===== src/rtl/ps2k_tx.sv =====
// PS/2 keyboard-device transmitter: queues {ext, make, code} key events and
// serialises each as E0/F0/code device-to-host frames on an open-collector ck/d pair.
module ps2k_tx #(
  parameter int CLKDIV = 2000,
  parameter int DEPTH  = 8,
  parameter int GAP    = 4
) (
  input  logic       clock,
  input  logic       reset,
  input  logic       strb,
  input  logic       make,
  input  logic       ext,
  input  logic [7:0] code,
  output logic       full,
  output logic       busy,
  output logic       ovf,
  output logic       ps2Ck,
  output logic       ps2D
);

  localparam int AW = $clog2(DEPTH);
  localparam int HW = $clog2(CLKDIV * GAP);
  localparam logic [HW-1:0] HALF_LAST = HW'(CLKDIV - 1);
  localparam logic [HW-1:0] GAP_LAST  = HW'(CLKDIV * GAP - 1);
  localparam logic [AW:0]   FULL_CNT  = (AW + 1)'(DEPTH);

  typedef enum logic [1:0] {
    S_IDLE = 2'd0,
    S_HI   = 2'd1,
    S_LO   = 2'd2,
    S_GAP  = 2'd3
  } state_t;

  state_t        state_r, stateNext_s;
  logic [HW-1:0] halfCnt_r, halfCntNext_s;
  logic [3:0]    bitIdx_r, bitIdxNext_s;
  logic [7:0]    curByte_r, byteNext_s;
  logic [7:0]    code_r, codeNext_s;
  logic          pendF0_r, pendF0Next_s;
  logic          pendCode_r, pendCodeNext_s;
  logic          dNext_s;

  logic [9:0]    mem_r [DEPTH];
  logic [AW-1:0] wrPtr_r, rdPtr_r;
  logic [AW:0]   count_r, countNext_s;
  logic [9:0]    head_s;
  logic          push_s, pop_s, ovfNext_s;
  logic          full_r, busy_r, ovf_r, ck_r, d_r;

  function automatic logic oddParity(input logic [7:0] b);
    return ~^b;
  endfunction

  function automatic logic frameBit(input logic [7:0] b, input logic [3:0] idx);
    logic [10:0] f;
    f = {1'b1, oddParity(b), b, 1'b0};
    return (idx > 4'd10) ? 1'b1 : f[idx];
  endfunction

  assign head_s = mem_r[rdPtr_r];

  // FIFO accounting: a pop in the same cycle frees the slot a full FIFO needs
  always_comb begin
    push_s      = strb && ((count_r != FULL_CNT) || pop_s);
    ovfNext_s   = strb && (count_r == FULL_CNT) && !pop_s;
    countNext_s = count_r;
    case ({push_s, pop_s})
      2'b10:   countNext_s = count_r + (AW + 1)'(1);
      2'b01:   countNext_s = count_r - (AW + 1)'(1);
      default: countNext_s = count_r;
    endcase
  end

  // Frame FSM; byte selection happens on the transition into HI so no cycle is lost
  always_comb begin
    stateNext_s    = state_r;
    halfCntNext_s  = halfCnt_r + HW'(1);
    bitIdxNext_s   = bitIdx_r;
    byteNext_s     = curByte_r;
    codeNext_s     = code_r;
    pendF0Next_s   = pendF0_r;
    pendCodeNext_s = pendCode_r;
    pop_s          = 1'b0;
    case (state_r)
      S_IDLE: begin
        halfCntNext_s = {HW{1'b0}};
        if (count_r != {(AW + 1){1'b0}}) begin
          pop_s        = 1'b1;
          stateNext_s  = S_HI;
          bitIdxNext_s = 4'd0;
          codeNext_s   = head_s[7:0];
          if (head_s[9]) begin
            byteNext_s     = 8'hE0;
            pendF0Next_s   = ~head_s[8];
            pendCodeNext_s = 1'b1;
          end else if (!head_s[8]) begin
            byteNext_s     = 8'hF0;
            pendF0Next_s   = 1'b0;
            pendCodeNext_s = 1'b1;
          end else begin
            byteNext_s     = head_s[7:0];
            pendF0Next_s   = 1'b0;
            pendCodeNext_s = 1'b0;
          end
        end else begin
          stateNext_s = S_IDLE;
        end
      end
      S_HI: begin
        if (halfCnt_r == HALF_LAST) begin
          stateNext_s   = S_LO;
          halfCntNext_s = {HW{1'b0}};
        end else begin
          stateNext_s = S_HI;
        end
      end
      S_LO: begin
        if (halfCnt_r == HALF_LAST) begin
          halfCntNext_s = {HW{1'b0}};
          if (bitIdx_r < 4'd10) begin
            bitIdxNext_s = bitIdx_r + 4'd1;
            stateNext_s  = S_HI;
          end else begin
            stateNext_s = S_GAP;
          end
        end else begin
          stateNext_s = S_LO;
        end
      end
      S_GAP: begin
        if (halfCnt_r == GAP_LAST) begin
          halfCntNext_s = {HW{1'b0}};
          if (pendF0_r || pendCode_r) begin
            stateNext_s  = S_HI;
            bitIdxNext_s = 4'd0;
            if (pendF0_r) begin
              byteNext_s   = 8'hF0;
              pendF0Next_s = 1'b0;
            end else begin
              byteNext_s     = code_r;
              pendCodeNext_s = 1'b0;
            end
          end else begin
            stateNext_s = S_IDLE;
          end
        end else begin
          stateNext_s = S_GAP;
        end
      end
      default: begin
        stateNext_s   = S_IDLE;
        halfCntNext_s = {HW{1'b0}};
      end
    endcase
    case (stateNext_s)
      S_HI:    dNext_s = frameBit(byteNext_s, bitIdxNext_s);
      S_LO:    dNext_s = d_r;
      default: dNext_s = 1'b1;
    endcase
  end

  // FIFO storage; pointers alone define contents, so no reset is needed here
  always_ff @(posedge clock) begin
    if (push_s) mem_r[wrPtr_r] <= {ext, make, code};
  end

  // State, counters, pointers and registered outputs
  always_ff @(posedge clock) begin
    if (reset) begin
      state_r    <= S_IDLE;
      halfCnt_r  <= {HW{1'b0}};
      bitIdx_r   <= 4'd0;
      curByte_r  <= 8'h00;
      code_r     <= 8'h00;
      pendF0_r   <= 1'b0;
      pendCode_r <= 1'b0;
      wrPtr_r    <= {AW{1'b0}};
      rdPtr_r    <= {AW{1'b0}};
      count_r    <= {(AW + 1){1'b0}};
      full_r     <= 1'b0;
      busy_r     <= 1'b0;
      ovf_r      <= 1'b0;
      ck_r       <= 1'b1;
      d_r        <= 1'b1;
    end else begin
      state_r    <= stateNext_s;
      halfCnt_r  <= halfCntNext_s;
      bitIdx_r   <= bitIdxNext_s;
      curByte_r  <= byteNext_s;
      code_r     <= codeNext_s;
      pendF0_r   <= pendF0Next_s;
      pendCode_r <= pendCodeNext_s;
      if (push_s) wrPtr_r <= wrPtr_r + AW'(1);
      if (pop_s)  rdPtr_r <= rdPtr_r + AW'(1);
      count_r    <= countNext_s;
      full_r     <= (countNext_s == FULL_CNT);
      busy_r     <= (countNext_s != {(AW + 1){1'b0}}) || (stateNext_s != S_IDLE);
      ovf_r      <= ovfNext_s;
      ck_r       <= (stateNext_s != S_LO);
      d_r        <= dNext_s;
    end
  end

  assign full  = full_r;
  assign busy  = busy_r;
  assign ovf   = ovf_r;
  assign ps2Ck = ck_r;
  assign ps2D  = d_r;

endmodule


===== config.mk =====
export PLATFORM = sky130hd
export DESIGN_NAME = ps2k_tx
export DESIGN_NICKNAME = d
export VERILOG_FILES = /design/src/rtl/ps2k_tx.sv
export SDC_FILE = /design/constraint.sdc
export NUM_CORES = 1
export LEC_CHECK = 0
export CAP_MARGIN = 10
export CELL_PAD_IN_SITES_DETAIL_PLACEMENT = 1
export CELL_PAD_IN_SITES_GLOBAL_PLACEMENT = 1
export CORE_MARGIN = 3
export CORE_UTILIZATION = 50
export DETAILED_ROUTE_END_ITERATION = 8
export PLACE_DENSITY_LB_ADDON = 0.1
export SLEW_MARGIN = 40
export SYNTH_ARGS = -nofsm -noshare
export SYNTH_HDL_FRONTEND = slang
export SYNTH_SLANG_ARGS = --single-unit

===== constraint.sdc =====
create_clock -name clock -period 8.5 [get_ports clock]
set_input_delay 1.7 -clock clock [delete_from_list [all_inputs] [get_ports clock]]
set_output_delay 1.7 -clock clock [all_outputs]
set_load 0.01 [all_outputs]

==> Yosys cells after proc, flatten, opt, wreduce, memory -nomap -nowiden <==
Memories as Yosys holds them, arrays and structs flattened. A register that Yosys moved wholly into a read port is not among the register bits.
Index checks and enable logic that the tools add are counted.
{ "word_totals": {"mem_bits_ro": 0, "input_bits": 13, "wordCells": 106, "mem_count": 1, "latchBits": 0, "ram_bits": 80, "reg_bits": 52, "output_inout_bits": 5} }
{ "op_classes": {"n_bitwise": 1, "muxes": 46, "n_div": 0, "n_mul": 0, "add_sub_neg": 6, "magnitude_cmp": 3, "eq_ne": 17, "reduce_logical": 17, "shift": 0} }
{ "memory_table": {"columns": ["memory", "depth", "word_bits", "read_ports", "rd_clocked_by_memory_dff", "wr", "line_no", "text"], "rows": [
  ["mem_r", 8, 10, 1, 1, 1, "43", "logic [9:0] mem_r [DEPTH];"]
]} }
{ "ops": {"columns": ["op", "count"], "rows": [
  ["two-way mux 8 bit", 6],
  ["case mux 13 bit (3 select lines)", 1],
  ["two-way mux 13 bit", 2],
  ["two-way mux 4 bit", 5],
  ["two-way mux 1 bit", 18],
  ["case mux 8 bit (2 select lines)", 1],
  ["adder 13 x 1 -> 13 bit (second input constant)", 1],
  ["equality test 13 x 11 -> 1 bit (second input constant)", 1],
  ["equality test 13 bit (second input constant)", 1],
  ["case mux 4 bit (3 select lines)", 1],
  ["!= test 2 bit (second input constant)", 5],
  ["adder 4 x 1 -> 4 bit (second input constant)", 2],
  ["equality test 2 bit (second input constant)", 4],
  ["equality test 4 bit (second input constant)", 2],
  ["two-way mux 2 bit", 4],
  ["case mux 2 bit (4 select lines)", 1],
  ["case mux 4 bit (2 select lines)", 1],
  ["nonzero test 4 bit", 2],
  ["XNOR reduction 8 bit", 1],
  ["adder 3 x 1 -> 3 bit (second input constant)", 2],
  ["equality test 2 x 1 -> 1 bit (second input constant)", 3],
  ["two-way mux 3 bit", 2],
  ["case mux 1 bit (2 select lines)", 3],
  ["< comparator 4 x 5 -> 1 bit (second input constant)", 1],
  ["other kinds (15)", 20]
]} }

==> Logic depth before layout (Yosys ltp) <==
Gate-level depths: netlist of run 1.
{ "depth": {"depth_word": 9, "depth_mapped": 15, "ltp_nobuf": 14} }

==> Least setup slack after synthesis of run 1 <==
No wires, ideal clock.
{ "synth_timing": {"path_type": "input-to-reg", "from": "input port strb", "to": "register busy_r (netlist: busy)", "required_time_ns": 8.357, "cell_stages": 10, "setup_slack_ns": 5.112, "path_buffers": 0, "setup_time_ns": 0.143, "arrival_time_ns": 3.245, "cell_sequence": "and2_1 -> inv_1 -> ha_1 -> ha_1 -> a21o_1 -> a21oi_1 -> xnor2_1 -> nor2_1 -> xnor2_1 -> a31oi_1"} }
{ "synth_between": {"elab_chain_len": 5, "word_cells_on_any_way": 6, "cone_classes": "eq/ne (2); mux (1); reduce/logical (3)"} }
{ "synth_lines": {"columns": ["element", "line_no", "text"], "rows": [
  ["start, declared", "10", "input logic strb,"],
  ["logical AND 1 bit (*)", "64", "push_s = strb && ((count_r != FULL_CNT) || pop_s);"],
  ["equality test 2 x 1 -> 1 bit / equality test 2 bit (equally long branches)", "67", "case ({push_s, pop_s})"],
  ["case mux 4 bit (2 select lines) (*)", "67", null],
  ["nonzero test 4 bit (*)", "197", "busy_r <= (countNext_s != {(AW + 1){1'b0}}) || (stateNext_s != S_IDLE);"],
  ["logical OR 1 bit (*)", "197", null],
  ["end signal, assigned", "197", null],
  ["end, declared", "48", "logic full_r, busy_r, ovf_r, ck_r, d_r;"]
]} }
Every way passes the cells marked *; elsewhere a longest branch is shown, timed or not.
A chain may end at the register's enable or synchronous reset.

==> Final worst setup path of run 1 <==
Ends and elaborated chain as after synthesis.

==> results by group, run 1 <==
Global routing
  – GR Util All Layers: 22.15%
  – GRT overflow: 0
  – Antenna violations before repair: 0
  – Largest net degree at the start of global routing: between 40 and 50
  – Vias in the first global route: 4133
  – Global-route wire length before repair: ~22000 um

Die
  – Floorplan core area: around 0.012 sq mm
  – Die area: between 0.01 and 0.015 sq mm
  – Die span in y: ~120 um
  – IO Pins: 18
  – Die W: 115.9 um
  – Std cell rows: 39
  – Starting density of the core: about half

Timing
  – Max Slew Vio Count: 0
  – Worst-margin pin slew: 0.7704 ns
  – Max Clk Rate: approximately 270 MHz
  – Clock skew: ~0.012 ns
  – RSZ-0062 raised after global routing: false
  – Tcrit/Tclk final: between 40% and 50%
  – Minimum clock period: 3.647 ns
  – Relative slew slack: around half
  – Setup TNS: 0 ns
  – Final setup vio count: 0
  – Final Hold Viols: 0

Synthesis
  – Synth area leaders: edfxtp_1 (40%), dfxtp_1 (18%), mux4_2 (6.7%), nor2_1 (4.0%), ha_1 (2.7%)
  – Async set-reset flop share out of synthesis: 0%
  – Simple-gate share of the synthesized area: between 10% and 20%
  – Most frequent cell after synthesis: edfxtp_1
  – Synth Register Bits: about 140
  – Mapped cell area: 0.006036 sq mm
  – Yosys Warn Count: 0
  – Synth Area in Compound Gates: approximately a tenth
  – Largest family of logic cells by synthesized area: simple AND/OR/NAND/NOR gates
  – Net Count, Synth: between 500 and 600
  – Netlist cell types: 70
  – Post-synthesis mux area share: roughly a tenth
  – Yosys top cell area share: between 30 and 40%
  – Top FF cell, synth: edfxtp_1
  – EDFF count, synth: 80
  – Mapped Cells: 484
  – Post-synthesis sequential area ratio: 58.04%
  – List of most frequent post-synthesis cells: edfxtp_1 (80), nor2_1 (64), dfxtp_1 (55)
  – Syn avg cell area: 12.47 sq um
  – Synth Area in XOR/XNOR: between 3 and 4%
  – Post-synth top area cell: edfxtp_1
  – Area share of fa/ha/maj cells after synthesis: under 10%

Power and ir drop
  – P_sw: 709.5 uW
  – Sw Share: between 30% and 40%
  – Worst IR Drop VDD: 0.0002204 V
  – Pint: about 1.4 mW
  – Clock power frac: about a third
  – Comb power frac: 30.1%
  – Seq pwr share: roughly two fifths
  – Static Leak: around 2.3 nW
  – Power Dens Cells: roughly 310 mW/mm^2

Setup path
  – Crit path max fanout: 5
  – Worst Reg-to-Reg Cells: 9
  – R2R setup slack: 5.03 ns
  – CP required: 8.77 ns
  – Arr. time, crit path: about 4 ns
  – CP Launch Type: input pin
  – Crit path capture: busy$_SDFF_PP0_
  – R2r startpoint: state_r[0]$_SDFF_PP0_
  – Crit-path cells: clkdlybuf4s50_1 -> and2_1 -> inv_1 -> ha_1 -> ha_1 -> a21o_1 -> a21oi_1 -> xnor2_1 -> nor2_1 -> xnor2_1 -> a31oi_1
  – Max incr delay on CP: between 0.4 and 0.5 ns
  – Worst r2r dst: ps2D$_SDFFE_PP1P_
  – Worst setup path start: strb
  – Crit end category: flop
  – CP max-delay cell: clkdlybuf4s50_1
  – WS Path Type: input pin to flop

Placement
  – Port bufs: 17
  – Final RePlAce weighted congestion: 0.8454
  – Dpl hpwl: around 9000 um

Clock tree
  – Clk buf depth: 2
  – CTS buffer count: 17
  – Post-CTS sizing: 0
  – Post-CTS setup buffer count: 0
  – CTS root buf: clkbuf_16
  – Clock latency on the worst-skew pair: between 0.4 and 0.5 ns
  – Hold buffers post-CTS: 0
  – H-tree depth: 4
  – CTS tree: built
  – CTS sink cnt: 135
  – CTS clk-pin slew, worst paths: ~0.060 ns

Drt
  – Final ANT Viol Nets: 0
  – Drt total wl: roughly 13000 um
  – Vias per Instance: 5.827
  – Routed len/inst: 20.29 um
  – DRT Pass-1 Iters: 4
  – Via count: 3863
  – 1st-iter DRT viols: about 180
  – Remaining DRCs: 0

Layout
  – Ant. Diodes: 0
  – Fillers: approximately 1200
  – Final Net Count: around 540
  – Util after Layout: 59.49%
  – P&R area growth vs syn: 14.47%
  – Layout cells sized above 1: roughly 16%

Worst hold path
  – Worst Hold Class: flop to flop

Outcome
  – Status: finished, final reports clean

Flow run
  – Max-cap violations: 0
## how the worst min path moves through the flow
stage / from / endpoint / slack [ns] / cells past startpoint
after floorplan: halfCnt_r[0]$_SDFF_PP0_ / halfCnt_r[0]$_SDFF_PP0_ / 0.43 / 1
after detailed placement: halfCnt_r[0]$_SDFF_PP0_ / halfCnt_r[0]$_SDFF_PP0_ / 0.46 / 1
after CTS: halfCnt_r[0]$_SDFF_PP0_ / halfCnt_r[0]$_SDFF_PP0_ / 0.47 / 1
final: halfCnt_r[0]$_SDFF_PP0_ / halfCnt_r[0]$_SDFF_PP0_ / 0.47 / 1
after global placement: halfCnt_r[0]$_SDFF_PP0_ / halfCnt_r[0]$_SDFF_PP0_ / 0.44 / 1
after global routing: halfCnt_r[0]$_SDFF_PP0_ / halfCnt_r[0]$_SDFF_PP0_ / 0.50 / 1
## logic make-up (layout without fill, tap and decap cells)
group,Yosys count,after routing
and+or+nand+nor,167,167
xor gates and xnor gates,23,23
muxes,35,35
buffers and inverters,30,66
DFF,135,135
AOI/OAI and AO/OA,80,80
adders and majority gates,14,14
## through the flow
| step | hold slack, ns | power (mW) | instance area, sq um | setup WS, ns | instances |
|---|---|---|---|---|---|
| after floorplan | 0.4263 | 1.322 | 6036 | 5.112 | 484 |
| after global placement | 0.4425 | 1.463 | 6342 | 4.501 | 632 |
| after detailed placement | 0.4586 | 1.488 | 6359 | 4.406 | 632 |
| after CTS | 0.4710 | 2.180 | 6909 | 4.855 | 663 |
| after global routing | 0.5029 | 2.278 | 6909 | 4.693 | 663 |
| final | 0.4660 | 2.157 | 6909 | 4.853 | 663 |
## registers in the layout (all words and copies together) (netlist names), named ones only
register / count
rdPtr_r: 3
wrPtr_r: 3
curByte_r: 8
pendF0_r: 1
state_r: 2
count_r: 4
ovf: 1
halfCnt_r: 13
mem_r: 80
ps2D: 1
ps2Ck: 1
full: 1
bitIdx_r: 4
pendCode_r: 1
busy: 1
code_r: 8
## layout make-up
| class | count | area [sq um] | share of cell area (%) |
|---|---|---|---|
| Sequential cell | 135 | 3505 | 50.72 |
| Multi-Input combinational cell | 319 | 2419 | 35.01 |
| Clock buffer | 18 | 429.2 | 6.212 |
| Timing Repair Buffer | 22 | 207.7 | 3.006 |
| Tap cell | 143 | 178.9 | 2.590 |
| Clock inverter | 13 | 121.4 | 1.757 |
| Inverter | 13 | 48.80 | 0.7063 |
## cells in the final DEF (no fill, tap or decap), drive strengths merged, types with 6 or more instances in the layout
| master | n |
|---|---|
| nand2b | 9 |
| dfxtp | 55 |
| o21ai | 12 |
| clkbuf | 18 |
| a211oi | 6 |
| nand4 | 6 |
| nand2 | 34 |
| a21oi | 23 |
| xnor2 | 10 |
| nor3 | 11 |
| mux4 | 18 |
| mux2i | 14 |
| xor2 | 12 |
| clkdlybuf4s50 | 17 |
| nor2b | 9 |
| inv | 18 |
| nor2 | 64 |
| nand3 | 11 |
| edfxtp | 80 |
| clkinv | 6 |
| ha | 13 |
## power groups by stage
| stage | clock [mW] | sequential [mW] | combinational [mW] |
|---|---|---|---|
| 3_3_place_gp | 0 | 0.835 | 0.629 |
| 2_1_floorplan | 0 | 0.807 | 0.515 |
| 5_1_grt | 0.725 | 0.834 | 0.720 |
| 6_report | 0.684 | 0.824 | 0.649 |
| 3_5_place_dp | 0 | 0.838 | 0.650 |
| 4_1_cts | 0.699 | 0.824 | 0.657 |
## metal layers
| layer | vias up | share of wire [%] | global-route usage [%] |
|---|---|---|---|
| li1 | 1856 | - | - |
| met5 | - | 0 | 0 |
| met2 | 51 | 53 | 39.47 |
| met3 | 15 | 3.3 | 5.326 |
| met1 | 1941 | 42 | 25.91 |
| met4 | 0 | 1.4 | 8.275 |
## critical path, delay by kind of cell
family / cells / cell delay (ns)
compound gates: 3 / 0.48
xor+xnor: 2 / 0.38
simple gates: 2 / 0.28
buf+inv: 2 / 0.57
fa+ha+maj: 2 / 0.52
Note: power is estimated with default switching activity, not from simulation.
==> run 2: changes to the inputs <==
Settings changed: CORE_UTILIZATION 50 to 46.
Clock period 8.5 ns to 3.3 ns, I/O delays scaled along.
==> results by group, run 2 (synthesis results as in run 1) <==
Timing
  – Fin Hold WS: 0.4596 ns (was 0.4660 ns)
  – Relative slew slack: 59.83% (was 48.17%)
  – Setup TNS: 0 ns (unchanged)
  – Worst-margin pin slew: 0.5963 ns (was 0.7704 ns)
  – RSZ-0062 raised after global routing: false (unchanged)
  – Max Clk Rate: roughly 330 MHz
  – Max Slew Vio Count: 0 (unchanged)
  – Tcrit/Tclk final: between 90 and 100%
  – Final worst setup slack: 0.2471 ns (was 4.853 ns)
  – Clock skew: 0.009256 ns (was 0.01157 ns)
  – Final setup vio count: 0 (unchanged)
  – Final Hold Viols: 0 (unchanged)
  – Minimum clock period: ~3.1 ns

Flow run
  – Max-cap violations: 0 (unchanged)

Drt
  – 1st-iter DRT viols: 225 (was 179)
  – Vias per Instance: 5.559 (was 5.827)
  – Remaining DRCs: 0 (unchanged)
  – Routed len/inst: 19.57 um (was 20.29 um)
  – Via count: 3958 (was 3863)
  – Drt total wl: 13930 um (was 13450 um)
  – DRT Pass-1 Iters: 4 (unchanged)
  – Final ANT Viol Nets: 0 (unchanged)

Worst hold path
  – WHS Endpoint: halfCnt_r[0]$_SDFF_PP0_ (unchanged)
  – Hold Path Stages: 1 (unchanged)
  – Worst Hold Class: flop to flop (unchanged)
  – Launch point of the worst hold path: halfCnt_r[0]$_SDFF_PP0_ (unchanged)

Setup path
  – Worst r2r dst: ps2D$_SDFFE_PP1P_ (unchanged)
  – Crit path max fanout: 6 (was 5)
  – R2R setup slack: 0.25 ns (was 5.03 ns)
  – Max incr delay on CP: 0.53 ns (was 0.46 ns)
  – CP Launch Type: flop (was input pin)
  – Crit end category: flop (unchanged)
  – WP buf/inv: 0 (was 2)
  – Crit-path cells: or3b_4 -> or4_1 -> nor3_2 -> a32oi_1 -> nand2_1 -> xor2_1 -> xnor3_1 -> xnor2_1 -> a31oi_1 (was clkdlybuf4s50_1 -> and2_1 -> inv_1 -> ha_1 -> ha_1 -> a21o_1 -> a21oi_1 -> xnor2_1 -> nor2_1 -> xnor2_1 -> a31oi_1)
  – CP required: 3.64 ns (was 8.77 ns)
  – Worst Reg-to-Reg Cells: 9 (unchanged)
  – WS Path Type: flop to flop (was input pin to flop)
  – R2r startpoint: halfCnt_r[6]$_SDFF_PP0_ (was state_r[0]$_SDFF_PP0_)
  – Arr. time, crit path: 3.39 ns (was 3.92 ns)
  – Family with the most delay on the worst path: simple AND/OR/NAND/NOR gates (was buffers and inverters)
  – CP max-delay cell: or4_1 (was clkdlybuf4s50_1)

Global routing
  – Global-route wire length before repair: 23050 um (was 22070 um)
  – GR Util All Layers: 21.11% (was 22.15%)
  – Antenna violations before repair: 0 (unchanged)
  – GRT overflow: 0 (unchanged)
  – Largest net degree at the start of global routing: 24 (was 41)
  – Vias in the first global route: 4122 (was 4133)

Layout
  – Fillers: 1323 (was 1174)
  – P&R area growth vs syn: 18.33% (was 14.47%)
  – Layout cells sized above 1: 17.78% (was 15.58%)
  – Largest Register: mem_r (unchanged)
  – Final Net Count: 554 (was 535)
  – Ant. Diodes: 0 (unchanged)
  – Finished layout cell area: 0.007142 sq mm (was 0.006909 sq mm)
  – Max reg flops: 80 (unchanged)
  – Most common cell after layout, fill and taps aside: edfxtp_1 (unchanged)
  – Final Instance Count excl. Fillers: 712 (was 663)
  – Most frequent cells in the layout: edfxtp_1 (80), nor2_1 (64), dfxtp_1 (55) (was edfxtp_1 (80), nor2_1 (58), dfxtp_1 (54))
  – Largest registers: mem_r (80), halfCnt_r (13) (unchanged)

Clock tree
  – H-tree depth: 4 (unchanged)
  – CTS sink cnt: 135 (unchanged)
  – CTS tree: built (unchanged)
  – Hold buffers post-CTS: 0 (unchanged)
  – CTS buffer count: 17 (unchanged)
  – Clk buf depth: 2 (unchanged)
  – CTS root buf: clkbuf_16 (unchanged)
  – CTS clk-pin slew, worst paths: 0.06 ns (about the same)
  – Clock latency on the worst-skew pair: 0.43 ns (about the same)

Placement
  – DP Worst Slack: 0.1922 ns (was 4.406 ns)
  – Placed Cells: 680 (was 632)
  – Dpl hpwl: 9393 um (was 9121 um)
  – Placed cell area: 0.006534 sq mm (was 0.006359 sq mm)
  – Port bufs: 17 (unchanged)
  – Final RePlAce weighted congestion: 0.8107 (was 0.8454)

Outcome
  – Status: finished, final reports clean (unchanged)

Die
  – Die span in y: 120.6 um (was 115.9 um)
  – Die area: 0.01453 sq mm (was 0.01343 sq mm)
  – IO Pins: 18 (unchanged)
  – Floorplan core area: 0.01272 sq mm (was 0.01161 sq mm)
  – Die W: 120.6 um (was 115.9 um)
  – Starting density of the core: 47.44% (was 51.97%)
  – Std cell rows: 41 (was 39)

Power and ir drop
  – Worst IR Drop VDD: 0.0004857 V (was 0.0002204 V)
  – Power Dens Cells: 813.2 mW/mm^2 (was 312.2 mW/mm^2)
  – Static Leak: 2.467 nW (was 2.325 nW)
-- run 2: layout make-up --
cell class                 count  area [sq um]  area share, %
clock buffer                  17         425.4          5.957
sequential                   135          3503          49.05
inverter                      13         48.80         0.6833
clock inverter                15         167.7          2.348
multi-input combinational    319          2419          33.86
tap                          172         215.2          3.013
timing repair buffer          41         362.8          5.081
-- run 2: where the power goes --
group          total [mW]  internal, mW  switching, mW
clock network        1.90          1.13          0.766
registers            2.11          1.96          0.147
logic                1.80         0.824          0.981
total                5.81          3.91           1.89
-- run 2: how the worst max path moves through the flow --
stage                             from  cells after the start           endpoint  slack (ns)
2_1_floorplan  halfCnt_r[0]$_SDFF_PP0_                     11  ps2D$_SDFFE_PP1P_        0.51
3_3_place_gp   halfCnt_r[6]$_SDFF_PP0_                      9  ps2D$_SDFFE_PP1P_        0.33
3_5_place_dp   halfCnt_r[0]$_SDFF_PP0_                     10  ps2D$_SDFFE_PP1P_        0.19
4_1_cts        halfCnt_r[0]$_SDFF_PP0_                     10  ps2D$_SDFFE_PP1P_        0.17
5_1_grt                           flop                     11  ps2D$_SDFFE_PP1P_       0.005
6_report       halfCnt_r[6]$_SDFF_PP0_                      9  ps2D$_SDFFE_PP1P_        0.25
-- run 2: repair_timing --
| action | 4_1_cts | 5_1_grt |
|---|---|---|
| endpoints found under the setup margin | 0 | 1 |
| gates resized for setup | 0 | 2 |
| buffers inserted | 0 | 0 |
-- run 2: layer usage --
metal  vias up  wire length, um  GRT usage, %
li1       1890                -             -
met1      1985             6226         25.87
met2        65             7095         36.85
met3        18              397         4.584
met4         0              211         7.436
met5         -                0             0
-- run 2: stage by stage --
step	power (mW)	utilization (%)
2_1_floorplan	3.406	-
3_3_place_gp	3.907	51.36
6_report	5.808	56.14
5_1_grt	6.153	56.14
4_1_cts	5.862	56.02
3_5_place_dp	3.933	51.36
